### config.mk
export PLATFORM = sky130hd
export DESIGN_NAME = comar_logic_vec
export DESIGN_NICKNAME = d
export VERILOG_FILES = /design/src/rtl/comar_logic_vec.sv
export SDC_FILE = /design/constraint.sdc
export NUM_CORES = 1
export LEC_CHECK = 0
export BUFFER_PORTS_ARGS = -buffer_cell sky130_fd_sc_hd__buf_4
export CAP_MARGIN = 25
export CORE_MARGIN = 8
export CORE_UTILIZATION = 39
export CTS_CLUSTER_DIAMETER = 100
export DETAILED_ROUTE_END_ITERATION = 12
export GPL_TIMING_DRIVEN = 0
export HOLD_SLACK_MARGIN = 0.03
export PLACE_DENSITY_LB_ADDON = 0.12
export SYNTH_ARGS = -nofsm -noshare
export SYNTH_HDL_FRONTEND = slang
export SYNTH_SLANG_ARGS = --single-unit
### constraint.sdc
create_clock -name clk -period 6.4 [get_ports clk]
set_input_delay 1.92 -clock clk [delete_from_list [all_inputs] [get_ports clk]]
set_output_delay 1.92 -clock clk [all_outputs]
set_load 0.01 [all_outputs]
### src/rtl/comar_logic_vec.sv
// comar_logic_vec: WIDTH-lane, 2-share, first-order COMAR masked AND/OR gadget.
// Two en-stallable register stages; share 1 of the result is the caller's common_out.
module comar_logic_vec #(
  parameter int WIDTH    = 8,
  parameter int OPT      = 0,
  parameter int PIPELINE = 1
) (
  input  logic               clk,
  input  logic               rst,
  input  logic               en,
  input  logic               in_valid,
  input  logic               op,
  input  logic [WIDTH-1:0]   a_s0,
  input  logic [WIDTH-1:0]   a_s1,
  input  logic [WIDTH-1:0]   b_s0,
  input  logic [WIDTH-1:0]   b_s1,
  input  logic [6*WIDTH-1:0] r,
  input  logic [WIDTH-1:0]   common_out,
  output logic [WIDTH-1:0]   c_s0,
  output logic [WIDTH-1:0]   c_s1,
  output logic               out_valid
);

  if (PIPELINE != 1) begin : g_pipeline_check
    $error("comar_logic_vec: only PIPELINE=1 is supported");
  end

  logic [WIDTH-1:0] r_a, r_b, r_00, r_01, r_10, r_11;
  logic [WIDTH-1:0] ref_a, ref_b, op_v;

  always_comb begin
    r_a  = '0;
    r_b  = '0;
    r_00 = '0;
    r_01 = '0;
    r_10 = '0;
    r_11 = '0;
    for (int i = 0; i < WIDTH; i++) begin
      r_a[i]  = r[6*i];
      r_b[i]  = r[6*i+1];
      r_00[i] = r[6*i+2];
      r_01[i] = r[6*i+3];
      r_10[i] = r[6*i+4];
      r_11[i] = r[6*i+5];
    end
  end

  // Without share-1 refresh registers the share-0 refresh could not cancel, so it is dropped too.
  assign ref_a = (OPT == 0) ? r_a : '0;
  assign ref_b = (OPT == 0) ? r_b : '0;
  assign op_v  = {WIDTH{op}};

  logic [WIDTH-1:0] x0_q, x0_d, y0_q, y0_d, x1, y1;
  logic             op1_q, op1_d, v1_q, v1_d;
  logic [WIDTH-1:0] p00_q, p00_d, p01_q, p01_d, p10_q, p10_d, p11_q, p11_d;
  logic             op2_q, op2_d, v2_q, v2_d;

  if (OPT == 0) begin : g_s1_refresh
    logic [WIDTH-1:0] x1_q, x1_d, y1_q, y1_d;

    always_comb begin
      x1_d = en ? (a_s1 ^ r_a) : x1_q;
      y1_d = en ? (b_s1 ^ r_b) : y1_q;
    end

    always_ff @(posedge clk or posedge rst) begin
      if (rst) begin
        x1_q <= '0;
        y1_q <= '0;
      end else begin
        x1_q <= x1_d;
        y1_q <= y1_d;
      end
    end

    assign x1 = x1_q;
    assign y1 = y1_q;
  end else begin : g_s1_direct
    assign x1 = a_s1;
    assign y1 = b_s1;
  end

  always_comb begin
    x0_d  = en ? (a_s0 ^ ref_a ^ op_v) : x0_q;
    y0_d  = en ? (b_s0 ^ ref_b ^ op_v) : y0_q;
    op1_d = en ? op       : op1_q;
    v1_d  = en ? in_valid : v1_q;
    p00_d = en ? ((x0_q & y0_q) ^ r_00) : p00_q;
    p01_d = en ? ((x0_q & y1)   ^ r_01) : p01_q;
    p10_d = en ? ((x1   & y0_q) ^ r_10) : p10_q;
    p11_d = en ? ((x1   & y1)   ^ r_11) : p11_q;
    op2_d = en ? op1_q : op2_q;
    v2_d  = en ? v1_q  : v2_q;
  end

  always_ff @(posedge clk or posedge rst) begin
    if (rst) begin
      x0_q  <= '0;
      y0_q  <= '0;
      op1_q <= 1'b0;
      v1_q  <= 1'b0;
      p00_q <= '0;
      p01_q <= '0;
      p10_q <= '0;
      p11_q <= '0;
      op2_q <= 1'b0;
      v2_q  <= 1'b0;
    end else begin
      x0_q  <= x0_d;
      y0_q  <= y0_d;
      op1_q <= op1_d;
      v1_q  <= v1_d;
      p00_q <= p00_d;
      p01_q <= p01_d;
      p10_q <= p10_d;
      p11_q <= p11_d;
      op2_q <= op2_d;
      v2_q  <= v2_d;
    end
  end

  // Share 0 compresses only registered, already-masked products.
  assign c_s0      = p00_q ^ p01_q ^ p10_q ^ p11_q ^ {WIDTH{op2_q}};
  assign c_s1      = common_out;
  assign out_valid = v2_q;

endmodule
-- Word level (Yosys, flattened, before mapping)
Index checks and enable logic that the tools add are counted.
- bits in registers: 68
- output and inout port bits: 17
- bitwise operators: 18
- operators by type and width (operator ; count):
    8-bit bitwise XOR ; 14
    8-bit AND ; 4

-- Logic depth before layout (Yosys ltp)
- depth after elaboration: 4
- gate-level depth with buffers: 4
- gate-level depth less buffers: 2

-- Worst setup path before layout
Ideal clock, no wire load.
- kind: input -> output
- start point: input port common_out[0]
- end point: output port c_s1[0]
- data arrival time: 2.039 ns
- required time: 4.480 ns
- setup slack: 2.441 ns
- stages: 1
- path buffers: 1
- path through: buf_4
- RTL lines (what ; line ; source):
    from (decl) ; 18 ; input logic [WIDTH-1:0] common_out,
    to (decl) ; 20 ; output logic [WIDTH-1:0] c_s1,
No word-level cell between the ends.

-- Final worst setup path
- start point: input port common_out[5]
- end point: output port c_s1[5]
No word-level cell between the ends.

==> results.tsv <==
metric	value	unit
CTS H-tree depth	3	
initial cell density of the core	0.403	
Synth Register Bits	68	
Setup TNS Final	0	ns
Comb power frac	0.320	
Max Fclk	245	MHz
Final Hold Fails	0	
Setup WS pre-CTS	2.32	ns
Yosys cell types	17	
clock skew	0.00768	ns
Resized cells post-CTS	0	
Arrival @ worst endpoint	2.16	ns
Die Ht	117	µm
Critical Path Stages	2	
insertion delay of the later-clocked pin in the worst-skew pair	0.34	ns
final wirelength	10.4	mm
Core ar.	9770	µm²
Synth top area share	0.432	
Finish-stage setup viols	0	
CTS tree	yes	
HPWL Detailed	7.33	mm
syn_nets	422	
share of layout cells above drive strength 1	0.417	
Clock transition at path regs	0.07	ns
clk buf depth	2	
number of cells on the worst reg-to-reg path	2	
worst hold path depth	1	
hold_buf cts	0	
DR vias	2908	
first-pass GRT wire length	16.5	mm
net switching power figure	402	µW
Pre-Repair DR Iteration Count	4	
Clock power frac	0.260	
number of synthesized flops with an enable pin	0	
RSZ-0062 raised after global routing	no	
gr busiest metal	met2	
crit-path cells	buf_4 -> buf_4	
register area share after synthesis	0.432	
Net Sw Frac	0.297	
outcome	completed	
initial antenna violation count	0	
Worst setup SP type	input pin	
Worst-Margin Slew	0.634	ns
Crit path required time	4.48	ns
WL per Instance	18.0	µm
Worst setup EP type	output port	
crit path max fanout	1	
Main synth FF type	dfrtp_1	
most frequent cell after synthesis	dfrtp_1	
worst-path cell with the longest stage delay	buf_4	
syn avg cell area	12.0	µm²
chip width	117	µm
Max VDD drop	0.173	mV
total congestion overflow	0	
CP most frequent cell	buf_4	
max-cap violations	0	
Fillers	912	
asr flop ratio synth	1.00	
largest cells by area after synthesis	dfrtp_1 (43%), xor3_1 (9.7%), a21bo_2 (8.1%), nand3b_1 (6.1%), mux2_2 (5.7%)	
cell chosen for the clock root	clkbuf_8	
antenna violation net count after detailed routing	0	
Post-synth top cells	dfrtp_1 (68), nor2_1 (48), a21bo_2 (32), a31oi_1 (32), nand3b_1 (32)	
ant diodes	0	
# clock sinks	68	
num ports	110	
TritonCTS Buffers	9	
Worst path top cell family by delay	buffers and inverters	
area grow syn2layout	28.7	%
final layout net count	533	
critical path's largest stage delay	0.13	ns
register share of total power	0.420	
design internal power	951	µW
Synth Instances	329	
Tot GR Track Use	0.161	
Slew Limit Fails	0	
final worst-path cycle share	0.638	
final setup margin	2.32	ns
Rel. slew slack	0.577	
CP Buf/Inv Count	2	
row cnt	36	
die area	13600	µm²
Hold Path Class	reg2reg	
Final Critical Period	4.08	ns
Post-route DRC	0	
Buffers on Ports	99	
Synth Cell Area	3940	µm²
CP Class	in2out	
post-synth top area cell	dfrtp_1	
drt initial violations	102	
vias in the first global route	3165	
P per Cell Area	267	nW/µm²
Power Total	1350	µW
Leakage	0.00234	µW
RD Place Congestion	0.731	
Setup Buffers After CTS	0	
met2 usage	0.277	
Syn. warnings	0	
Vias/cell	5.04	
largest net degree at the start of global routing	69	
met1 Track Usage GR	0.197	
met3 global-route usage	0.0393	
metal layers:
layer / vias to the layer above / routed length, µm
li1: 1387 / -
met1: 1439 / 4510
met2: 74 / 5240
met3: 8 / 534
met4: 0 / 82
met5: - / 0
per-stage QoR:
step | std cells | instance area [µm²] | util | hold slack [ns]
2_1_floorplan | 329 | 3940 | - | 0.475
3_3_place_gp | 561 | 4850 | 0.496 | 0.483
3_5_place_dp | 562 | 4880 | 0.499 | 0.494
4_1_cts | 577 | 5070 | 0.519 | 0.516
5_1_grt | 577 | 5070 | 0.519 | 0.546
6_report | 577 | 5070 | 0.519 | 0.512
cell type report:
| class | instances | area (µm²) | area share |
|---|---|---|---|
| multi-input cells | 236 | 2090 | 0.411 |
| flip-flops and latches | 68 | 1700 | 0.335 |
| repair buffers | 100 | 771 | 0.152 |
| well taps | 133 | 166 | 0.0328 |
| plain buffers | 24 | 149 | 0.0294 |
| clock buffers | 11 | 141 | 0.0279 |
| clock inverters | 4 | 50.0 | 0.00987 |
| inverters | 1 | 6.26 | 0.00123 |
cell families (layout without fill, tap and decap cells):
kind of cell | Yosys count | in the layout | share of synthesized area
flip-flops | 68 | 68 | 0.432
AO/OA/AOI/OAI | 80 | 80 | 0.152
multiplexers | 20 | 20 | 0.0571
buffers and inverters | 25 | 140 | 0.0387
XOR/XNOR | 56 | 56 | 0.213
AND/OR/NAND/NOR | 80 | 80 | 0.107
flip-flops by register name, indices dropped and copies added, names as in the netlist, 8 cells and up:
signal / count
p01_q: 8
g_s1_refresh.y1_q: 8
p00_q: 8
g_s1_refresh.x1_q: 8
y0_q: 8
p11_q: 8
x0_q: 8
p10_q: 8
cell usage in the layout (no fill, tap or decap), drive strengths merged, types with 16 or more instances in the layout:
| cell type | instances |
|---|---|
| buf | 118 |
| dfrtp | 68 |
| nor2 | 48 |
| a21bo | 32 |
| nand3b | 32 |
| a31oi | 32 |
| xnor2 | 24 |
| mux2 | 20 |
| clkbuf | 17 |
| xor3 | 16 |
| a21oi | 16 |
worst paths after layout:
check	start	to	slack, ns
setup reg to reg	op2_q	op2_q	5.41
hold reg to reg	v1_q	out_valid	0.51
setup / recovery	common_out[5]	c_s1[5]	2.32
max in group asynchronous	rst	p11_q[6]	4.45
min in group asynchronous	rst	p11_q[4]	1.63
hold / removal	v1_q	out_valid	0.51
power groups by stage:
stage | Sequential (µW) | Combinational, µW | Clock [µW]
after floorplan | 556 | 276 | 0
after global placement | 571 | 430 | 0
after detailed placement | 575 | 439 | 0
after CTS | 567 | 441 | 362
after global routing | 581 | 470 | 378
final | 568 | 432 | 352
No activity file was read; power rests on OpenSTA's default activity.
